==> config.mk <==
export PLATFORM = sky130hd
export DESIGN_NAME = regbank_ctrl
export DESIGN_NICKNAME = d
export VERILOG_FILES = /design/src/rtl/regbank_pkg.sv /design/src/rtl/regbank_rsp_buf.sv /design/src/rtl/regbank_ctrl.sv
export SDC_FILE = /design/constraint.sdc
export NUM_CORES = 1
export LEC_CHECK = 0
export CORE_ASPECT_RATIO = 0.75
export CORE_MARGIN = 4
export CORE_UTILIZATION = 47
export DETAILED_ROUTE_END_ITERATION = 10
export MAX_ROUTING_LAYER = met4
export PLACE_DENSITY = 0.76
export SLEW_MARGIN = 20
export SYNTH_ARGS = -nofsm -noshare
export SYNTH_HDL_FRONTEND = slang
export SYNTH_HIERARCHICAL = 1
export SYNTH_SLANG_ARGS = --single-unit
==> constraint.sdc <==
create_clock -name ck -period 2.1 [get_ports ck]
set_clock_uncertainty 0.15 [all_clocks]
set_input_delay 0.42 -clock ck [delete_from_list [all_inputs] [get_ports ck]]
set_output_delay 0.42 -clock ck [all_outputs]
set_load 0.05 [all_outputs]
==> src/rtl/regbank_pkg.sv <==
// Shared definitions for the register-bank command controller.
//   NREG/DW/IW : register count, data width, register index width
//   OP_*       : command opcodes (2-bit prefixes for WRITE/READ, full nibbles otherwise)
//   state_e    : controller state encoding
//   cmd_t      : first-nibble layout (opcode prefix + register index)
//   onehot()   : register index to load-strobe vector
package regbank_pkg;

    localparam int unsigned NREG = 4;
    localparam int unsigned DW   = 4;
    localparam int unsigned IW   = 2;

    localparam logic [1:0] OP_WRITE = 2'b00;
    localparam logic [1:0] OP_READ  = 2'b01;
    localparam logic [3:0] OP_CLEAR = 4'b1000;
    localparam logic [3:0] OP_SCAN  = 4'b1001;

    typedef enum logic [2:0] {
        IDLE,
        WDATA,
        WR,
        RSEL,
        RSP,
        CLR
    } state_e;

    typedef struct packed {
        logic [1:0]    op;
        logic [IW-1:0] idx;
    } cmd_t;

    function automatic logic [NREG-1:0] onehot(input logic [IW-1:0] idx);
        return NREG'(1) << idx;
    endfunction

endpackage

==> src/rtl/regbank_rsp_buf.sv <==
// Response holding register: captures the bank read-back nibble and holds
// it with valid asserted until the consumer accepts it.
//   ck, res    : clock, asynchronous active-low reset
//   cap        : load cap_data and raise valid at the end of this cycle
//   cap_data   : nibble to capture
//   rsp_ready  : consumer accepts the response
//   rsp_data   : held response nibble (registered)
//   rsp_valid  : response valid (registered)
//   rsp_hs_c   : handshake completes this cycle (combinational)
module regbank_rsp_buf
    import regbank_pkg::*;
(
    input  logic          ck,
    input  logic          res,
    input  logic          cap,
    input  logic [DW-1:0] cap_data,
    input  logic          rsp_ready,
    output logic [DW-1:0] rsp_data,
    output logic          rsp_valid,
    output logic          rsp_hs_c
);

    logic [DW-1:0] data_q, data_d;
    logic          valid_q, valid_d;

    // Capture has priority; capture and handshake never coincide in the controller.
    always_comb begin
        data_d  = data_q;
        valid_d = valid_q;
        if (cap) begin
            data_d  = cap_data;
            valid_d = 1'b1;
        end else if (valid_q && rsp_ready) begin
            valid_d = 1'b0;
        end
    end

    always_ff @(posedge ck or negedge res) begin
        if (!res) begin
            data_q  <= '0;
            valid_q <= 1'b0;
        end else begin
            data_q  <= data_d;
            valid_q <= valid_d;
        end
    end

    assign rsp_data  = data_q;
    assign rsp_valid = valid_q;
    assign rsp_hs_c  = valid_q & rsp_ready;

endmodule

==> src/rtl/regbank_ctrl.sv <==
// Command-driven initiator for the 4x4-bit register bank. Decodes a nibble
// command stream (WRITE/READ/CLEAR, optional SCAN), drives the bank write
// port and read select, and returns read data on a valid/ready channel.
// Optional feature: define REGBANK_CTRL_SCAN_EN to enable opcode 1001 (SCAN);
// otherwise 1001 is treated as an illegal opcode.
//   ck, res    : clock, asynchronous active-low reset
//   cmd_*      : command nibble stream (valid/ready)
//   rf_d       : bank write data (registered)
//   rf_load    : one-hot bank load strobes (registered)
//   rf_sel     : bank read select (registered)
//   rf_q       : bank read data for rf_sel
//   rsp_*      : read response channel (valid/ready, registered)
//   err        : one-cycle pulse on illegal opcode
//   busy       : high whenever the controller is not idle
module regbank_ctrl
    import regbank_pkg::*;
#(
    parameter logic [DW-1:0] CLEAR_VAL = 4'h0
) (
    input  logic            ck,
    input  logic            res,
    input  logic [DW-1:0]   cmd_data,
    input  logic            cmd_valid,
    output logic            cmd_ready,
    output logic [DW-1:0]   rf_d,
    output logic [NREG-1:0] rf_load,
    output logic [IW-1:0]   rf_sel,
    input  logic [DW-1:0]   rf_q,
    output logic [DW-1:0]   rsp_data,
    output logic            rsp_valid,
    input  logic            rsp_ready,
    output logic            err,
    output logic            busy
);

    state_e          state_q, state_d;
    logic [IW-1:0]   idx_q, idx_d;
    logic [IW-1:0]   cnt_q, cnt_d;
    logic            cmd_ready_q, cmd_ready_d;
    logic [DW-1:0]   rf_d_q, rf_d_d;
    logic [NREG-1:0] rf_load_q, rf_load_d;
    logic [IW-1:0]   rf_sel_q, rf_sel_d;
    logic            err_q, err_d;
    logic            busy_q, busy_d;
`ifdef REGBANK_CTRL_SCAN_EN
    logic            scan_q, scan_d;
`endif

    logic            cmd_accept_c;
    logic            rsp_cap_c;
    logic            rsp_hs_c;
    cmd_t            cmd_c;

    assign cmd_accept_c = cmd_valid & cmd_ready_q;
    assign cmd_c        = cmd_t'(cmd_data);
    assign rsp_cap_c    = (state_q == RSEL);

    // Next-state decode, then registered outputs derived from the next state
    // so every strobe lines up with the state it belongs to.
    always_comb begin
        state_d = state_q;
        idx_d   = idx_q;
        cnt_d   = cnt_q;
        rf_d_d  = rf_d_q;
        err_d   = 1'b0;
`ifdef REGBANK_CTRL_SCAN_EN
        scan_d  = scan_q;
`endif

        case (state_q)
            IDLE: begin
                if (cmd_accept_c) begin
                    if (cmd_c.op == OP_WRITE) begin
                        idx_d   = cmd_c.idx;
                        state_d = WDATA;
                    end else if (cmd_c.op == OP_READ) begin
                        idx_d   = cmd_c.idx;
                        state_d = RSEL;
                    end else if (cmd_data == OP_CLEAR) begin
                        cnt_d   = '0;
                        state_d = CLR;
`ifdef REGBANK_CTRL_SCAN_EN
                    end else if (cmd_data == OP_SCAN) begin
                        idx_d   = '0;
                        scan_d  = 1'b1;
                        state_d = RSEL;
`endif
                    end else begin
                        err_d   = 1'b1;
                    end
                end
            end
            WDATA: begin
                if (cmd_accept_c) begin
                    rf_d_d  = cmd_data;
                    state_d = WR;
                end
            end
            WR: begin
                state_d = IDLE;
            end
            RSEL: begin
                state_d = RSP;
            end
            RSP: begin
                if (rsp_hs_c) begin
`ifdef REGBANK_CTRL_SCAN_EN
                    if (scan_q && (idx_q != IW'(NREG - 1))) begin
                        idx_d   = idx_q + IW'(1);
                        state_d = RSEL;
                    end else begin
                        scan_d  = 1'b0;
                        state_d = IDLE;
                    end
`else
                    state_d = IDLE;
`endif
                end
            end
            CLR: begin
                if (cnt_q == IW'(NREG - 1)) begin
                    state_d = IDLE;
                end else begin
                    cnt_d = cnt_q + IW'(1);
                end
            end
            default: begin
                state_d = IDLE;
            end
        endcase

        rf_load_d = '0;
        rf_sel_d  = rf_sel_q;
        if (state_d == WR) begin
            rf_load_d = onehot(idx_d);
        end
        if (state_d == CLR) begin
            rf_load_d = onehot(cnt_d);
            rf_d_d    = CLEAR_VAL;
        end
        if (state_d == RSEL) begin
            rf_sel_d = idx_d;
        end
        cmd_ready_d = (state_d == IDLE) || (state_d == WDATA);
        busy_d      = (state_d != IDLE);
    end

    always_ff @(posedge ck or negedge res) begin
        if (!res) begin
            state_q     <= IDLE;
            idx_q       <= '0;
            cnt_q       <= '0;
            cmd_ready_q <= 1'b1;
            rf_d_q      <= '0;
            rf_load_q   <= '0;
            rf_sel_q    <= '0;
            err_q       <= 1'b0;
            busy_q      <= 1'b0;
        end else begin
            state_q     <= state_d;
            idx_q       <= idx_d;
            cnt_q       <= cnt_d;
            cmd_ready_q <= cmd_ready_d;
            rf_d_q      <= rf_d_d;
            rf_load_q   <= rf_load_d;
            rf_sel_q    <= rf_sel_d;
            err_q       <= err_d;
            busy_q      <= busy_d;
        end
    end

`ifdef REGBANK_CTRL_SCAN_EN
    // Scan flag: selects index-increment on response handshake.
    always_ff @(posedge ck or negedge res) begin
        if (!res) begin
            scan_q <= 1'b0;
        end else begin
            scan_q <= scan_d;
        end
    end
`endif

    // Read-back capture at the end of RSEL; held until accepted.
    regbank_rsp_buf u_rsp_buf (
        .ck        (ck),
        .res       (res),
        .cap       (rsp_cap_c),
        .cap_data  (rf_q),
        .rsp_ready (rsp_ready),
        .rsp_data  (rsp_data),
        .rsp_valid (rsp_valid),
        .rsp_hs_c  (rsp_hs_c)
    );

    assign cmd_ready = cmd_ready_q;
    assign rf_d      = rf_d_q;
    assign rf_load   = rf_load_q;
    assign rf_sel    = rf_sel_q;
    assign err       = err_q;
    assign busy      = busy_q;

endmodule
After elaboration in Yosys (flattened, before gate mapping)
Cells that the tools add are included.
Widths: inputs -> output; s select.
{"block": "word_totals", "reg_bits": 25, "in_bits": 12, "output_inout_bits": 18, "word_cells": 67}
{"block": "classes", "addsub": 1, "n_eq_ne": 11, "n_shift": 2, "muxes": 30, "n_bitwise": 2, "n_reduce_logical": 10}
{"operator": "$mux 3", "count": 7}
{"operator": "$mux 4", "count": 5}
{"operator": "$mux 2", "count": 9}
{"operator": "$pmux 3 s5", "count": 1}
{"operator": "$eq 3x2->1 const B", "count": 3}
{"operator": "$eq 3x3->1 const B", "count": 3}
{"operator": "$shl 1x2->4 const A", "count": 2}
{"operator": "$mux 1", "count": 7}
{"operator": "$eq 3x1->1 const B", "count": 2}
{"operator": "$logic_not 3->1", "count": 2}
{"operator": "$reduce_bool 2->1", "count": 3}
{"operator": "$eq 4x4->1 const B", "count": 1}
{"operator": "$pmux 2 s2", "count": 1}
{"operator": "$reduce_bool 3->1", "count": 1}
{"operator": "$add 2x1->2 const B", "count": 1}
{"operator": "$and 1x1->1", "count": 2}
{"operator": "$eq 2x1->1 const B", "count": 1}
{"operator": "$eq 2x2->1 const B", "count": 1}
{"operator": "$logic_not 2->1", "count": 1}
{"operator": "$reduce_and 2->1", "count": 1}
{"operator": "$logic_and 1x1->1", "count": 1}
{"operator": "$logic_or 1x1->1", "count": 1}

Logic depth before layout (Yosys ltp)
{"block": "logic_depth", "depth_word": 9, "mapped_depth": 5, "depth_no_buf": 4}

Hierarchy
The synthesis kept the hierarchy.
{"module": "regbank_ctrl", "n_inst": 1, "cells_each": 84, "area_each_um2": 928.4, "seq_area_each_um2": 501.7}
{"module": "regbank_rsp_buf", "n_inst": 1, "cells_each": 12, "area_each_um2": 188.9, "seq_area_each_um2": 125.1}

Worst setup path after synthesis
OpenSTA, ideal clock, no wires.
{"block": "synth_timing", "kind": "flip-flop to flip-flop", "startpoint": "register cmd_ready_q, in the netlist cmd_ready", "endpoint": "register rf_sel_q[0], in the netlist rf_sel[0]", "setup_time_ns": 0.125, "t_arrival_ns": 1.436, "t_required_ns": 1.825, "setup_slack_ns": 0.389, "stages_incl_launch_ff": 5, "n_path_buf": 1, "synth_period_minus_slack_ns": 1.711, "cell_sequence": "dfstp_2 > and3b_1 > buf_6 > nand4_1 > mux2_2"}
{"block": "synth_via", "elab_chain_len": 4, "word_cells_on_any_way": 7, "cone_classes": "eq/ne (1); mux (5); bitwise (1)"}
{"element": "start, declared", "line_no": "regbank_ctrl.sv:39", "source": "logic cmd_ready_q, cmd_ready_d;"}
{"element": "start signal, assigned", "line_no": "regbank_ctrl.sv:163", "source": "cmd_ready_q <= cmd_ready_d;"}
{"element": "$and 1x1->1 (*)", "line_no": "regbank_ctrl.sv:54", "source": "assign cmd_accept_c = cmd_valid & cmd_ready_q;"}
{"element": "$mux 3, on equally long branches", "line_no": "regbank_ctrl.sv:94, regbank_ctrl.sv:72"}
{"element": "$pmux 3 s5", "line_no": "regbank_ctrl.sv:70", "source": "case (state_q)"}
{"element": "$eq 3x2->1", "line_no": "regbank_ctrl.sv:141", "source": "if (state_d == RSEL) begin"}
{"element": "end signal, assigned", "line_no": "regbank_ctrl.sv:166", "source": "rf_sel_q <= rf_sel_d;"}
{"element": "end, declared", "line_no": "regbank_ctrl.sv:42", "source": "logic [IW-1:0] rf_sel_q, rf_sel_d;"}
Every way passes the cells marked *; elsewhere a longest branch is shown, timed or not.
A chain may end at the register's enable or synchronous reset.

Worst setup path after layout
{"block": "layout_timing", "startpoint": "register rf_d_q[3], in the netlist rf_d[3]", "endpoint": "output rf_d[3]"}
{"element": "start, declared", "line_no": "regbank_ctrl.sv:40", "source": "logic [DW-1:0] rf_d_q, rf_d_d;"}
{"element": "start signal, assigned", "line_no": "regbank_ctrl.sv:164", "source": "rf_d_q <= rf_d_d;"}
{"element": "end, declared", "line_no": "regbank_ctrl.sv:25", "source": "output logic [DW-1:0] rf_d,"}
No word-level cell between the ends.

==> impl_results.md <==
* Status: finished, final reports clean
* Critical path's slowest cell: clkdlybuf4s50_1
* Starting Density at around 52%
* Final wirelength at between 2000 and 2500 um
* Vias at between 800 and 900
* Hold slack at about 0.29 ns
* Clock Latency Late Sink at 0.32 ns
* # fillers at ~180
* Critical Path Start Type: register
* Most frequent cell after synthesis: dfrtp_1
* GR Util met2 at a little under a quarter
* Final setup fails at 0
* Async set-reset flop share out of synthesis at between 90% and 100%
* Antenna violations before repair at 0
* Slew HR at 65.9%
* # clock sinks at 25
* Delay-heaviest family, CP: buffers and inverters
* Synth area leaders: dfrtp_1 54%, mux2_2 8.1%, a211oi_1 3.4%, nand3_1 3.1%, dfstp_2 2.4%
* Area leader, netlist: dfrtp_1
* Ys flop type: dfrtp_1
* Final Max Tran Viols at 0
* Pin count of the biggest net entering global routing at 26
* Net Count, Synth at ~110
* # DRC at 0
* Share of the synthesized area in the top cell type at a little over half
* Worst-margin pin slew at 0.510 ns
* Die span in y at between 50 and 60 um
* Worst EP required at ~1.5 ns
* Total track usage at ~16%
* Syn_area_per_cell at about 12 sq um
* Seq cells post-synth at 25
* Critical-path cell list: clkdlybuf4s50_1
* Detailed Place HPWL at between 1500 and 2000 um
* Peak VDD IR at roughly 0.8 mV
* Rows at 14
* Fmax at 0.488 GHz
* Power Dens Cells at ~1500 nW/um^2
* Top fanout value on the critical path at 2
* Leak at between 0.0007 and 0.0008 uW
* Final setup TNS at 0 ns
* FF-to-FF setup slack at around 0.4 ns
* First-pass GRT wire length at 3960 um
* Synth top cells by count: 24 x dfrtp_1, 8 x mux2_2, 7 x nand3_1
* RR Endpoint: rf_sel[0]
* FF/Latch Area at between 600 and 700 sq um
* Period minus WS final at between 2 and 2.5 ns
* TritonCTS clock tree: done
* Number of hold buffers added after CTS at 0
* Die Wd at 64.3 um
* Final critical-path share of the clock period at between 90 and 100%
* Remaining antenna violation count at 0
* Distinct cells, synth at 30
* Number of I/O port buffers at 29
* Grt ovf at 0
* CP peak stage delay at 0.80 ns
* Core Area at 2140 sq um
* Placed cell count at approximately 160
* GPL Wtd Cong at between 0.7 and 0.8
* WP buf/inv at 1
* Critical path arrival at about 1.5 ns
* Drt first pass iters at 4
* Unrepaired setup endpoints after global routing: no
* R2R cell count at 3
* Vias in the first global route at between 800 and 900
* Global routing usage on met3 at about 4.9%
* CTS H-tree depth at 1
* Non-Filler Instances at 161
* EDFF count, synth at 0
* Post-synthesis sequential area ratio at 56.1%
* Avg WL per Cell at around 15 um
* Footprint of the multi-input gates at ~440 sq um
* I/O pin total at 30
* Vias per cell at 5.51
* Met1 global-route usage at 21.9%
* Post-Synthesis Cells at 96
* Worst hold path type: in -> async
* CTS root buf: clkbuf_4
* Area growth syn-to-layout at 32.8%
* CTS Buf Count at 3
* YS warnings at 6
* Iter 0 DRT Violations at between 40 and 50
* CP endpoint kind: output pin
* Die footprint at about 3200 sq um
* Mapped cell area at ~1100 sq um
* Layout cells sized above 1 at between 10% and 20%
* Clock Path Buffers at 2
* Inserted Diodes at 0
* Clock transition at the registers of the reported paths at around 0.13 ns
* Max Cap Viol at 0
* Final hold violation count at 0
* Nets@finish at about 140
* R2R Path Start: state_q[0]
* GRT Max-Usage Layer: met2
* Setup CP Type: reg -> out
-- per-stage QoR --
step                total power (uW)  cell area [sq um]  util [%]  worst slack, ns
floorplan                       1630               1120         -            0.389
CTS                             2220               1460      68.5           0.0317
global route                    2330               1480      69.4          0.00564
global placement                1990               1440      67.3            0.158
finish                          2200               1480      69.4           0.0497
detailed placement              2010               1440      67.3            0.128
-- cells in the final DEF, fill, tap and decap left out --
cell type	instances
a211oi_1	5
a21o_1	2
a21o_2	1
a21oi_1	3
a221oi_2	1
a31oi_1	1
and2_1	1
and3_1	1
and3b_1	2
and3b_2	1
and4_4	1
buf_4	5
clkbuf_1	1
clkbuf_4	3
clkdlybuf4s50_1	19
dfrtp_1	24
dfstp_2	1
dlymetal6s2s_1	8
inv_1	5
mux2_2	8
nand2_1	4
nand2b_1	2
nand3_1	7
nand3b_1	2
nand4_1	2
nor2_1	4
nor2b_1	2
nor3_1	3
nor3b_1	1
nor4bb_1	1
o21ai_0	4
o311ai_0	2
o32ai_1	2
-- metal layers --
metal,wire length (um),vias up
met1,1170,436
met3,143,3
met4,8,0
li1,-,423
met2,1080,25
met5,0,-
-- report_power, final --
| part | switching, uW | internal, uW |
|---|---|---|
| Clock | 140 | 74.4 |
| Combinational | 735 | 428 |
| Sequential | 152 | 673 |
-- layout make-up --
type	instances	share of cell area (%)
well taps	32	2.70
clock buffers	4	1.77
inverters	5	1.26
multi-input cells	63	29.9
flip-flops and latches	25	42.2
repair buffers	32	22.1
-- flip-flops by register name, indices dropped and copies added, names as in the netlist --
signal	cells
rf_d	4
rf_load	4
u_rsp_buf/rsp_data	4
state_q	3
cnt_q	2
idx_q	2
rf_sel	2
busy	1
cmd_ready	1
err	1
u_rsp_buf/rsp_valid	1
-- worst max path at each step --
stage                               start  cells after the start  slack, ns     endpoint
CTS                 u_rsp_buf/rsp_data[3]                      1       0.03  rsp_data[3]
global route                      rf_d[3]                      1      0.006      rf_d[3]
floorplan                       cmd_ready                      4       0.39    rf_sel[0]
finish                            rf_d[3]                      1       0.05      rf_d[3]
global placement                cmd_valid                      4       0.16    rf_sel[0]
detailed placement              cmd_valid                      4       0.13    rf_sel[1]
-- logic make-up after synthesis --
| family | share of synthesized area (%) |
|---|---|
| DFF | 56.1 |
| buffers and inverters | 4.14 |
| and+or+nand+nor | 18.0 |
| AOI/OAI and AO/OA | 13.7 |
| muxes | 8.06 |
-- timing repair --
item                       4_1_cts  5_1_grt
buffers inserted                 0        0
resized for setup                0        8
setup endpoints to repair        0        8
No activity file was read; power rests on OpenSTA's default activity.
==> RTL change 1, RTL diff (same flow settings) <==
Add a define of `REGBANK_CTRL_SCAN_EN`.
--- a/src/rtl/regbank_ctrl.sv
+++ b/src/rtl/regbank_ctrl.sv
@@ -12,6 +12,8 @@
 //   rsp_*      : read response channel (valid/ready, registered)
 //   err        : one-cycle pulse on illegal opcode
 //   busy       : high whenever the controller is not idle
+`define REGBANK_CTRL_SCAN_EN
+
 module regbank_ctrl
     import regbank_pkg::*;
 #(
Formal check against the unedited RTL: not equivalent (a bounded check fails within 4 cycles, from zero or initial values).
==> RTL change 1 against the original RTL <==
- combinational power is 41% higher
- wire length is 44% higher
- sequential cell count rose by 1
- total power increased by 31%
- final area rose by 31%
- final cell count grew 29%
- synthesized area is 16% higher
- sequential share of layout area fell by 8.6 points
- setup slack worse by 0.014 ns
- global-route usage is 6.6 points higher
- core utilization up 4.6 points
- critical endpoint is now rf_load[0]
- largest power group unchanged
==> RTL change 1: results (changes against the original RTL) <==
dp_hpwl_um: 2490  # +40%
fin_nets: 185  # +30%
crit_arrival_ns: 2.10  # +0.62 ns
worst_r2r_endpoint: "rf_load[1]"
ir_drop_mv: 1.05  # +32%
syn_inst: 113  # +18%
placed_cells: 201  # +28%
route.vias.total: 1117  # +26%
worstRegToRegCells: 4  # +1
gp_congestion: 0.860  # +10%
status: "finished clean"
r2r_start: "state_q[1]"
ys_seq_area_frac: 0.502  # -0.0586
grt_pass1_wl_um: 5830  # +47%
ys_top_cells_by_count: "25 x dfrtp_1, 10 x nor2_1, 7 x nand2_1, 5 x a21oi_1"
track_usage: 0.227  # +0.0658
dr.pass1.iters: 6  # +2
n_fill_cell: 185  # +5.7%
worstMarginPinSlew_ns: 0.509  # -0.00171 ns
final_cells: 207  # +29%
dp_worst_setup_slack_ns: -0.281  # -0.409 ns
cpLargestDelayFamily: "simple AND/OR/NAND/NOR gates"
clk_pin_slew_worst_paths_ns: 0.09  # -0.04 ns
synth_nets: 126  # +17%
clkLatencyLatePin_ns: 0.28  # -0.04 ns
hold_ws_ns: 0.349  # +0.0627 ns
synth_cell_type_count: 46  # +53%
drive_above_1_share: 0.398  # +0.235
slowest_delay_ns: 0.47  # -0.33 ns
grt_pass1_vias: 1190  # +35%
worstPathMaxFanout: 4  # +2
ys_top_cells_by_area: "dfrtp_1 48%, mux2_2 3.5%, mux2i_1 3.1%, nor2_1 2.9%, o31ai_2 2.9%"
finalWirelength_um: 3450  # +44%
p_leak_nw: 0.899  # +20%
dpl_cell_area_um2: 1810  # +26%
cts-root-buf: "clkbuf_8"
-- RTL change 1: repair_timing --
action,in CTS,in global routing
setup endpoints to repair,2,11
pin swaps,0,6
gates resized for setup,2,12
buffers inserted,0,2
hold buffers,0,0
-- RTL change 1: power breakdown --
| part | internal [W] | switching (W) |
|---|---|---|
| clock network | 0.000255 | 0.000166 |
| logic | 0.000670 | 0.000965 |
| registers | 0.000693 | 0.000128 |
-- RTL change 1: logic make-up after synthesis --
| logic type | share of synthesized area |
|---|---|
| AO/OA/AOI/OAI | 0.168 |
| adder cells (fa/ha/maj) | 0.00964 |
| AND/OR/NAND/NOR | 0.217 |
| flip-flops | 0.502 |
| buffers and inverters | 0.0376 |
| multiplexers | 0.0656 |
-- RTL change 1: metal layers --
metal  global-route usage  wire [um]  up-vias
li1                     -          -      524
met1                0.294       1480      547
met2                0.360       1710       38
met3               0.0573        210        8
met4               0.0462         46        0
met5                    -          0        -
-- RTL change 1: cell type report --
| cell class | instances | area [um2] | share of cell area |
|---|---|---|---|
| Inverter | 6 | 25.0 | 0.0129 |
| Tap cell | 36 | 45.0 | 0.0232 |
| Timing Repair Buffer | 57 | 505 | 0.260 |
| Sequential cell | 26 | 653 | 0.337 |
| Multi-Input combinational cell | 78 | 641 | 0.330 |
| Clock buffer | 3 | 41.3 | 0.0213 |
| Clock inverter | 1 | 30.0 | 0.0155 |
-- RTL change 1: worst max path at each step --
stage | startpoint | to | slack [ns] | cells after the start
final | cmd_data[0] | rf_load[0] | 0.04 | 7
after floorplan | u_rsp_buf/rsp_valid | rf_load[1] | 0.09 | 7
after global routing | cmd_data[0] | rf_load[0] | -0.01 | 7
after detailed placement | cmd_data[0] | rf_load[0] | -0.28 | 7
after CTS | cmd_data[0] | rf_load[0] | 0.02 | 7
after global placement | cmd_data[0] | rf_load[0] | -0.29 | 7
==> RTL change 2, RTL diff (same settings) <==
Without the edit above. Register the output `err` once more; this adds one clock of latency there. The other outputs are not delayed to match. Comments in the files are not updated.
--- a/src/rtl/regbank_ctrl.sv
+++ b/src/rtl/regbank_ctrl.sv
@@ -196,7 +196,9 @@
     assign rf_d      = rf_d_q;
     assign rf_load   = rf_load_q;
     assign rf_sel    = rf_sel_q;
-    assign err       = err_q;
+    always_ff @(posedge ck) begin
+        err <= err_q;
+    end
     assign busy      = busy_q;
 
 endmodule
Behaviour: not the same (a bounded check fails within 4 cycles, from zero or initial values).
==> RTL change 2 against the original RTL <==
- final area up 6.5%
- wire length up 11%
- largest cell class unchanged
- die area up 5.2%
- synthesized area up 6.0%
- setup slack better by 0.023 ns
- total power up 9.8%
- critical path depth unchanged
- sequential share of layout area down 1.3 points
- sequential cell count up 1
==> RTL change 2: results (changes against the original RTL) <==
status: "finished clean"
synth_compound_area_frac: 0.147  # +0.0102
synth_nets: 109  # +0.93%
yosys_warnings: 6  # unchanged
worstSetupEndpoint: "rf_load[2]"
hold_path_class: "flop to flop"
dp_hpwl_um: 2040  # +14%
drive_above_1_share: 0.227  # +0.0645
grt_pass1_vias: 915  # +3.9%
worstHoldPathCells: 0
first_iter_violations: 43  # unchanged
grt_start_max_net_pins: 26  # unchanged
synth_mux_area_frac: 0.0665  # -0.0141
worst_r2r_endpoint: "u_rsp_buf/rsp_data[3]"
crit_start: "rf_load[2]"
r2r_setup_slack_ns: 0.43  # +0.03 ns
syn_inst: 97  # +1.0%
async_reset_ff_frac: 0.962  # -0.0385
track_usage: 0.188  # +0.0268
synth_adder_area_share: 0  # unchanged
fin_nets: 145  # +2.1%
hold_ws_ns: 0.214  # -0.0722 ns
placed_cells: 162  # +3.2%
portBuffers: 29  # unchanged
n_fill_cell: 177  # +1.1%
dp_worst_setup_slack_ns: 0.0682  # -0.0601 ns
ys_top_cells_by_count: "24 x dfrtp_1, 7 x nand3_1, 6 x nand2_1, 6 x o21ai_0, 5 x mux2_2"
ir_drop_mv: 0.764  # -4.0%
clkLatencyLatePin_ns: 0.32  # about the same
cts-root-buf: "clkbuf_4"
synthXorXnorAreaFrac: 0  # unchanged
antenna_found_initial: 0  # unchanged
gp_congestion: 0.819  # +5.0%
dr.pass1.iters: 4  # unchanged
crit_arrival_ns: 1.46  # -0.02 ns
finalWirelength_um: 2660  # +11%
max_clock_freq_ghz: 0.493  # +1.1%
clk_pin_slew_worst_paths_ns: 0.13  # about the same
n_antenna_cell: 0  # unchanged
r2r_start: "state_q[0]"
slowest_stage: "clkdlybuf4s50_1"
grt_pass1_wl_um: 4600  # +16%
cts_resized: 2  # +2
worstMarginPinSlew_ns: 0.523  # +0.0124 ns
cts.path.max_buffers: 2  # unchanged
worstPathMaxFanout: 1  # -1
cpLargestDelayFamily: "buffers and inverters"
p_leak_nw: 0.810  # +8.2%
dpl_cell_area_um2: 1520  # +6.0%
final_cells: 166  # +3.1%
worstRegToRegCells: 2  # -1
cts_buffers: 3  # unchanged
viasPerCell: 5.59  # +1.5%
min_to: "err"
ys_seq_area_frac: 0.546  # -0.0151
finalMaxSlewViolations: 0  # unchanged
synth_cell_type_count: 37  # +23%
ys_top_cells_by_area: "dfrtp_1 51%, mux2_2 4.8%, nand3_1 3.0%, buf_6 2.9%, o21ai_0 2.5%"
-- RTL change 2: cell count changes after synthesis, sizes merged, moves of 2 or more --
cell,delta
a31o,+2
o311ai,-2
a21o,-2
o21ai,+2
nand2,+3
-- RTL change 2: cell type report --
class / instances / area [um2] / area share
timing repair buffer: 34 / 350 / 0.222
inverter: 4 / 15.0 / 0.00950
tap: 34 / 42.5 / 0.0269
multi-input combinational: 64 / 489 / 0.310
sequential: 26 / 647 / 0.409
clock buffer: 4 / 36.3 / 0.0230
-- RTL change 2: layer usage --
layer	wire (um)	GRT usage	vias up
met5	0	-	-
met4	25	0.0574	0
met3	147	0.0615	4
met2	1310	0.270	37
met1	1180	0.254	460
li1	-	-	427
-- RTL change 2: power breakdown --
group | total (W) | switching [W] | internal [W]
registers | 0.000879 | 0.000179 | 0.000701
logic | 0.00129 | 0.000803 | 0.000489
clock network | 0.000247 | 0.000141 | 0.000106
